[config.mk]
export PLATFORM = sky130hd
export DESIGN_NAME = traffic_light
export DESIGN_NICKNAME = d
export VERILOG_FILES = /design/src/rtl/traffic_light.sv
export SDC_FILE = /design/constraint.sdc
export NUM_CORES = 1
export LEC_CHECK = 0
export CORE_AREA = 10 10 86 69
export CTS_BUF_LIST = sky130_fd_sc_hd__clkbuf_4
export DETAILED_ROUTE_END_ITERATION = 12
export DIE_AREA = 0 0 96 79
export PLACE_DENSITY = 0.67
export SYNTH_ARGS = -nofsm -noshare
export SYNTH_HDL_FRONTEND = slang
export SYNTH_SLANG_ARGS = --single-unit
export TNS_END_PERCENT = 100
[constraint.sdc]
create_clock -name clk -period 1.8 [get_ports clk]
set_input_delay 0.36 -clock clk [delete_from_list [all_inputs] [get_ports clk]]
set_output_delay 0.36 -clock clk [all_outputs]
set_load 0.005 [all_outputs]
[src/rtl/traffic_light.sv]
// traffic_light: alternating GREEN/RED phase generator with LFSR-sized phase lengths.
// Latency: green rises 1 cycle after game_active is sampled high; lights are registered.
// Backpressure: none; game_active low forces IDLE on the next edge, and reset clears state asynchronously.
module traffic_light #(
  parameter int TICKS_PER_UNIT = 50_000_000,
  parameter int MIN_DURATION   = 2
) (
  input  logic        clk,
  input  logic        reset,
  input  logic        game_active,
  input  logic [15:0] LFSR_in,
  output logic        red,
  output logic        green
);

  // Prescaler width: at least one bit, even when a unit is a single cycle.
  localparam int CNT_W = (TICKS_PER_UNIT > 1) ? $clog2(TICKS_PER_UNIT) : 1;
  localparam logic [CNT_W-1:0] TICK_LAST = CNT_W'(TICKS_PER_UNIT - 1);
  localparam logic [3:0]       MIN_DUR   = 4'(MIN_DURATION);

  localparam logic [1:0] IDLE  = 2'd0;
  localparam logic [1:0] GREEN = 2'd1;
  localparam logic [1:0] RED   = 2'd2;

  // Phase state. These names stay plain because benches probe them hierarchically.
  logic [1:0]       state,          state_d;
  logic [3:0]       duration,       duration_d;
  logic [3:0]       duration_timer, duration_timer_d;
  logic [CNT_W-1:0] tick_cnt,       tick_cnt_d;

  // Registered light outputs.
  logic red_q, green_q;

  logic [3:0] load_dur;
  logic       unit_tick;

  // Only the low nibble sizes a phase. The upper bits are deliberately ignored.
  logic unused_lfsr;
  assign unused_lfsr = ^LFSR_in[15:4];

  // Clamp the random nibble to the shortest allowed phase.
  always_comb begin
    load_dur = LFSR_in[3:0];
    if (LFSR_in[3:0] < MIN_DUR) begin
      load_dur = MIN_DUR;
    end
  end

  // The last prescaler count of a unit is the unit tick.
  assign unit_tick = (tick_cnt == TICK_LAST);

  // Next-state logic. game_active low takes priority over any unit tick.
  always_comb begin
    state_d          = state;
    duration_d       = duration;
    duration_timer_d = duration_timer;
    tick_cnt_d       = tick_cnt;

    case (state)
      IDLE: begin
        tick_cnt_d = '0;
        if (game_active) begin
          state_d          = GREEN;
          duration_d       = load_dur;
          duration_timer_d = load_dur - 4'd1;
        end
      end

      GREEN, RED: begin
        if (!game_active) begin
          // Durations are held so they can be inspected after the game stops.
          state_d    = IDLE;
          tick_cnt_d = '0;
        end else if (unit_tick) begin
          tick_cnt_d = '0;
          if (duration_timer != 4'd0) begin
            duration_timer_d = duration_timer - 4'd1;
          end else begin
            state_d          = (state == GREEN) ? RED : GREEN;
            duration_d       = load_dur;
            duration_timer_d = load_dur - 4'd1;
          end
        end else begin
          tick_cnt_d = tick_cnt + 1'b1;
        end
      end

      default: begin
        state_d    = IDLE;
        tick_cnt_d = '0;
      end
    endcase
  end

  // State registers with asynchronous reset back to IDLE.
  always_ff @(posedge clk or posedge reset) begin
    if (reset) begin
      state          <= IDLE;
      duration       <= 4'd0;
      duration_timer <= 4'd0;
      tick_cnt       <= '0;
    end else begin
      state          <= state_d;
      duration       <= duration_d;
      duration_timer <= duration_timer_d;
      tick_cnt       <= tick_cnt_d;
    end
  end

  // The lights are registered from the next state, so they track the state with no extra delay.
  always_ff @(posedge clk or posedge reset) begin
    if (reset) begin
      red_q   <= 1'b0;
      green_q <= 1'b0;
    end else begin
      red_q   <= (state_d == RED);
      green_q <= (state_d == GREEN);
    end
  end

  assign red   = red_q;
  assign green = green_q;

endmodule

==> results of run 1 <==
## cells in the final DEF, fill, tap and decap left out, drive strengths merged, types with 3 or more instances in the layout
| master | count |
|---|---|
| a21oi | 4 |
| and3 | 3 |
| and4 | 3 |
| buf | 48 |
| clkbuf | 6 |
| clkdlybuf4s50 | 8 |
| dfrtp | 34 |
| ha | 7 |
| inv | 9 |
| nand2 | 11 |
| nand3 | 11 |
| nand4 | 11 |
| nor2 | 39 |
| nor3 | 6 |
| nor4 | 4 |
| o21ai | 4 |
| o31ai | 3 |
| xnor2 | 5 |
| xor2 | 20 |
## path summary, 6_finish.rpt
check | startpoint | endpoint | slack (ps) | cells past startpoint
worst max-delay path | duration_timer[0] | red | -100 | 8
worst min-delay path | reset | state[1] | 410 | 3
worst max register to register | duration_timer[0] | red | -100 | 8
worst min register to register | duration_timer[3] | duration_timer[3] | 540 | 1
max in group asynchronous | reset | duration_timer[2] | 1060 | 3
min in group clk | duration_timer[3] | duration_timer[3] | 540 | 1
## kinds of logic after synthesis
kind of cell / after synthesis
buffers and inverters: 12
xor gates and xnor gates: 25
muxes: 3
adders and majority gates: 7
and+or+nand+nor: 104
AOI/OAI and AO/OA: 17
DFF: 34
## metrics by stage
step	hold slack (ps)	instance area [um^2]	instances	power [mW]	setup WS [ps]
CTS	422.8	2613	319	2.275	-90.32
floorplan	454.9	2021	202	1.341	-77.15
global route	450.0	2611	320	2.395	-247.0
global placement	504.3	2477	305	1.722	-158.0
finish	412.5	2611	320	2.218	-99.48
detailed placement	503.8	2477	305	1.730	-169.4
## area by class of cell
type | instances | area (um^2)
Multi-Input combinational cell | 156 | 1146
Timing Repair Buffer | 56 | 455.4
Clock buffer | 6 | 45.04
Clock inverter | 2 | 8.758
Inverter | 9 | 33.78
Fill cell | 380 | 1698
Tap cell | 57 | 71.32
Sequential cell | 34 | 850.8
## synthesized netlist by cell type, drive strengths merged, types with 3 or more instances
library cell  count
o31ai             3
o21ai             4
nor2             39
a21oi             4
and4              3
and3              3
xnor2             5
dfrtp            34
nand4            11
xor2             20
nor4              4
buf               3
inv               9
nand3            11
ha                7
nand2            11
nor3              6
## flip-flops by register name, summed over array words and instances, names as in the netlist
signal,count
duration_timer,4
tick_cnt,26
red,1
green,1
state,2
## repair_timing
action | CTS | global route
setup buffers | 5 | 3
resized for setup | 7 | 8
cloned | 1 | 0
endpoints found under the setup margin | 31 | 33
pin swaps | 3 | 4
hold buffers | 0 | 0
hold endpoints to repair | 0 | 0
## where the power goes
group,switching (mW),leakage (nW),internal (mW),total [mW]
sequential,0.0552,0.462,0.841,0.896
combinational,0.429,0.704,0.478,0.907
clock,0.253,0.0331,0.162,0.414
total,0.736,1.20,1.48,2.22
## metal layers
| metal | up-vias | part of all wire | track usage |
|---|---|---|---|
| li1 | 836 | - | - |
| met1 | 781 | 0.53 | 0.1818 |
| met3 | 4 | 0.034 | 0.03477 |
| met4 | 0 | 0.0066 | 0.03088 |
| met5 | - | 0 | 0 |
| met2 | 18 | 0.43 | 0.1832 |
## critical path: cells and delay by family (launching register included)
kind,cells,cell delay (ps)
AND/OR/NAND/NOR,4,860
flip-flops,1,410
AO/OA/AOI/OAI,1,190
adder cells (fa/ha/maj),1,140
buffers and inverters,2,220
==> flow_metrics.env, run 1 <==
export IMPL_outcome="complete, but fails checks"
export IMPL_failed_checks="setup timing"
export IMPL_ctsLongestPathBuffers=2
export IMPL_ant_nets=0
export IMPL_synth_top_family_by_area="simple AND/OR/NAND/NOR gates"
export IMPL_finClkSkew_ps=8.786
export IMPL_num_antenna_cells=0
export IMPL_cp_end_kind="register"
export IMPL_synth_compound_area_frac=0.07006
export IMPL_wl_um=4392
export IMPL_synth_edf_count=0
export IMPL_p_per_area_mw_per_mm2=849.2
export IMPL_fp_row_count=21
export IMPL_slew_headroom=0.7041
export IMPL_yosysWarnings=0
export IMPL_syn_instance_count=202
export IMPL_antenna_found_initial=0
export IMPL_ir_drop_mv=0.5490
export IMPL_grt_usage=0.1271
export IMPL_hold_viol=0
export IMPL_coreArea_mm2=0.004309
export IMPL_htreeDepth=2
export IMPL_cts_tree="done"
export IMPL_dieHeight_um=79
export IMPL_syn_avg_cell_area_um2=9.991
export IMPL_synth_xor_area_frac=0.1085
export IMPL_cts_clk_slew_worst_paths_ps=110
export IMPL_synthAdderAreaFrac=0.04340
export IMPL_drc=0
export IMPL_initial_utilization=0.4684
export IMPL_die_width_um=96
export IMPL_grt_pass1_vias=1635
export IMPL_synthesis_nets=228
export IMPL_rsz0062_at_grt="yes"
export IMPL_nNetsFinal=288
export IMPL_path_max_fanout=3
export IMPL_ys_seq_area_frac=0.4216
export IMPL_cp_data_required_time_ps=2050
export IMPL_grt_overflow=0
export IMPL_port_buffers=8
export IMPL_synth_main_ff_cell="dfrtp_1"
export IMPL_netlist_top_cells_area="dfrtp_1 42%, xor2_1 8.7%, nor2_1 7.3%"
export IMPL_firstDrtPassIters=4
export IMPL_crit_type="reg -> reg"
export IMPL_synthMuxAreaShare=0.01550
export IMPL_synthArstFlopShare=1.000
export IMPL_period_share=1.055
export IMPL_root_buffer="clkbuf_4"
export IMPL_cpMaxStageDelayCell="dfrtp_1"
export IMPL_place_hpwl_um=3049
export IMPL_area_growth_pct=29.39
export IMPL_cp_arrival_ps=2150
export IMPL_numCtsBuffers=5
export IMPL_setup_viol_count_final=3
export IMPL_yosys_area_top_type="dfrtp_1"
export IMPL_ys_ff_latch=34
export IMPL_cp_cell_sequence="inv_2, ha_1, or3b_4, nor4_4, buf_4, and4_1, nor3_2, a221oi_2"
export IMPL_synth_simple_area_share=0.3168
export IMPL_leakagePower_nw=1.200
export IMPL_hold_path_class="in -> async"
export IMPL_synth_top_area_frac=0.4216
export IMPL_grt_pass1_wl_um=7783
export IMPL_finalSetupTns_ps=-202.7
export IMPL_routedWlPerCell_um=13.73
export IMPL_gp_congestion=0.8298
export IMPL_fmax_mhz=526.5
export IMPL_worst_pin_slew_ps=443.8
export IMPL_drtIter0Drc=66
export IMPL_utilization=0.6060
export IMPL_viasPerCell=5.122
export IMPL_die_area_mm2=0.007584
export IMPL_fin_crit_ps=1899
export IMPL_synth_distinct_cells=40
export IMPL_grt_max_degree=35
export IMPL_num_vias=1639
export IMPL_drv_slew=0
export IMPL_synth_area_mm2=0.002018
export IMPL_startpoint_type="register"
export IMPL_insertion_delay_ps=340
export IMPL_slowest_delay_ps=410
export IMPL_clock_sinks=34
export IMPL_io_pins=21
export IMPL_maxCapViolCount=0
export IMPL_drive_above_1_share=0.2928
export IMPL_setup_ws_ps=-99.48
(Power assumes the default switching activity.)
==> run 2: changes to the inputs <==
--- a/config.mk
+++ b/config.mk
@@ -10,6 +10,7 @@
 export DETAILED_ROUTE_END_ITERATION = 12
 export DIE_AREA = 0 0 96 79
 export PLACE_DENSITY = 0.67
+export SLEW_MARGIN = 20
 export SYNTH_ARGS = -nofsm -noshare
 export SYNTH_HDL_FRONTEND = slang
 export SYNTH_SLANG_ARGS = --single-unit
==> results of run 2 <==
Same layout as run 1: the final DEF is identical, and so are final timing and power.
==> run 3: changes to the inputs <==
--- a/config.mk
+++ b/config.mk
@@ -5,11 +5,10 @@
 export SDC_FILE = /design/constraint.sdc
 export NUM_CORES = 1
 export LEC_CHECK = 0
-export CORE_AREA = 10 10 86 69
+export CORE_AREA = 10 10 96 77
 export CTS_BUF_LIST = sky130_fd_sc_hd__clkbuf_4
 export DETAILED_ROUTE_END_ITERATION = 12
-export DIE_AREA = 0 0 96 79
-export PLACE_DENSITY = 0.67
+export DIE_AREA = 0 0 106 87
 export SLEW_MARGIN = 20
 export SYNTH_ARGS = -nofsm -noshare
 export SYNTH_HDL_FRONTEND = slang
==> flow_metrics.env, run 3 (synthesis results as in run 1) <==
export IMPL_drive_above_1_share=0.3408
export IMPL_drtIter0Drc=58
export IMPL_cp_end_kind="register"
export IMPL_outcome="complete, but fails checks"
export IMPL_nFillCells=522
export IMPL_fp_row_count=24
export IMPL_clock_sinks=34
export IMPL_die_width_um=106
export IMPL_cp_cell_sequence="inv_2, ha_1, or3b_4, nor4_4, a211oi_1, or3b_1, o211a_1"
export IMPL_crit_type="reg -> reg"
export IMPL_ir_drop_mv=0.2852
export IMPL_seqPwrFrac=0.387
export IMPL_cts_clk_slew_worst_paths_ps=110
export IMPL_period_share=1.040
export IMPL_ff_latch_area_um2=853.3
export IMPL_ff2ff_path_depth=7
export IMPL_ant_nets=0
export IMPL_leakagePower_nw=1.247
export IMPL_critical_path_cell_count=7
export IMPL_routedWlPerCell_um=12.94
export IMPL_cp_arrival_ps=2110
export IMPL_die_area_mm2=0.009222
export IMPL_insertion_delay_ps=340
export IMPL_crit_buf_inv=1
export IMPL_slew_headroom=0.7670
export IMPL_num_vias=1629
export IMPL_area_growth_pct=36.70
export IMPL_ctsLongestPathBuffers=2
export IMPL_startpoint_type="register"
export IMPL_top_register="tick_cnt"
export IMPL_finClkSkew_ps=13.75
export IMPL_nNetsFinal=293
export IMPL_grt_overflow=0
export IMPL_rsz0062_at_grt="yes"
export IMPL_intPower_mw=1.539
export IMPL_p_sw_frac=0.3314
export IMPL_hold_path_class="in -> async"
export IMPL_maxCapViolCount=0
export IMPL_firstDrtPassIters=4
export IMPL_wl_um=4466
export IMPL_multi_input_area_mm2=0.001185
export IMPL_final_cell_mix="47 x buf_4, 39 x nor2_1, 32 x dfrtp_1"
export IMPL_grt_usage=0.1029
export IMPL_fin_area_mm2=0.002759
export IMPL_comb_power_share=0.444
export IMPL_io_pins=21
export IMPL_p_per_area_mw_per_mm2=834.5
export IMPL_setup_viol_count_final=2
export IMPL_fmax_mhz=534.4
export IMPL_cpMaxStageDelayCell="dfrtp_1"
export IMPL_fin_crit_ps=1871
export IMPL_fin_cells=345
export IMPL_antenna_found_initial=0
export IMPL_grt_pass1_wl_um=7728
export IMPL_slowest_delay_ps=410
export IMPL_pwr_share_clk=0.169
export IMPL_failed_checks="setup timing"
export IMPL_dieHeight_um=87
export IMPL_drc=0
export IMPL_coreArea_mm2=0.005585
export IMPL_numCtsBuffers=5
export IMPL_grt_pass1_vias=1619
export IMPL_cp_data_required_time_ps=2040
export IMPL_root_buffer="clkbuf_4"
export IMPL_path_max_fanout=2
export IMPL_grt_max_degree=23
export IMPL_reg2reg_from="duration_timer[0]"
export IMPL_hold_viol=0
export IMPL_htreeDepth=2
export IMPL_drv_slew=0
export IMPL_viasPerCell=4.722
export IMPL_cts_tree="done"
export IMPL_cpLargestDelayFamily="simple AND/OR/NAND/NOR gates"
export IMPL_dp_cells=330
export IMPL_num_antenna_cells=0
export IMPL_worst_pin_slew_ps=346.8
export IMPL_place_hpwl_um=3148
export IMPL_p_switching_mw=0.7629
export IMPL_port_buffers=8
export IMPL_cts_hold_buf=0
export IMPL_initial_utilization=0.3613
export IMPL_reg2reg_to="green"
export IMPL_gp_congestion=0.8129
export IMPL_mostFrequentLayoutCell="buf_4"
export IMPL_rrSetupSlack_ps=-70
export IMPL_setup_ws_ps=-71.16
export IMPL_reg_largest_list="tick_cnt: 26 flops, duration_timer: 4 flops, state: 2 flops"
export IMPL_placed_cell_area_mm2=0.002534
export IMPL_largest_reg_flops=26
[run 3: changes by cell type in the layout (fill, tap and decap cells not counted), moves of 2 or more]
cell / previous run / this run
and4_4: 0 / 2
buf_16: 0 / 2
buf_4: 44 / 47
dfrtp_1: 34 / 32
dfrtp_2: 0 / 2
o21ai_1: 3 / 1
[run 3: timing repair]
| action | in CTS | in global routing |
|---|---|---|
| setup endpoints to repair | 22 | 33 |
| setup buffers | 4 | 2 |
| gates resized for setup | 7 | 18 |
| hold endpoints to repair | 0 | 0 |
| cloned | 2 | 0 |
| pin swaps | 2 | 7 |
[run 3: area by class of cell]
type / instances / share of cell area
Timing Repair Buffer: 61 / 0.1964
Clock buffer: 5 / 0.01361
Inverter: 9 / 0.01224
Multi-Input combinational cell: 156 / 0.4295
Sequential cell: 34 / 0.3093
Clock inverter: 2 / 0.003628
Tap cell: 78 / 0.03537
[run 3: metrics by stage]
stage	worst slack [ps]	utilization	setup TNS [ps]	power (mW)	hold WS, ps
after floorplan	-77.15	-	-77.15	1.341	454.9
after global placement	-132.6	0.4536	-329.9	1.750	511.5
after detailed placement	-150.0	0.4536	-693.7	1.762	540.0
after CTS	-99.30	0.4810	-149.4	2.289	314.0
after global routing	-168.5	0.4940	-502.8	2.482	337.3
final	-71.16	0.4940	-131.1	2.302	323.4
[run 3: layer usage]
metal / part of all wire / up-vias / GRT usage
met5: 0 / - / 0
met4: 0.019 / 0 / 0.04172
met3: 0.029 / 7 / 0.02663
met2: 0.43 / 17 / 0.1474
met1: 0.52 / 763 / 0.1430
li1: - / 842 / -
[run 3: worst max path at each step]
stage	from	to
after detailed placement	duration_timer[1]	green
after global placement	duration_timer[1]	green
after global routing	duration_timer[0]	green
final	duration_timer[0]	green
after floorplan	duration_timer[0]	green
after CTS	duration_timer[0]	green
[run 3: worst min-delay path: stages]
cell	delay [ps]
clkdlybuf4s50_1	390
inv_1	70
buf_4	210
[run 3: power groups by stage]
stage	Combinational, mW	Sequential (mW)	Clock, mW
global placement	0.852	0.899	0
detailed placement	0.862	0.900	0
floorplan	0.437	0.904	0
global route	1.13	0.900	0.449
finish	1.02	0.891	0.389
CTS	0.991	0.886	0.413
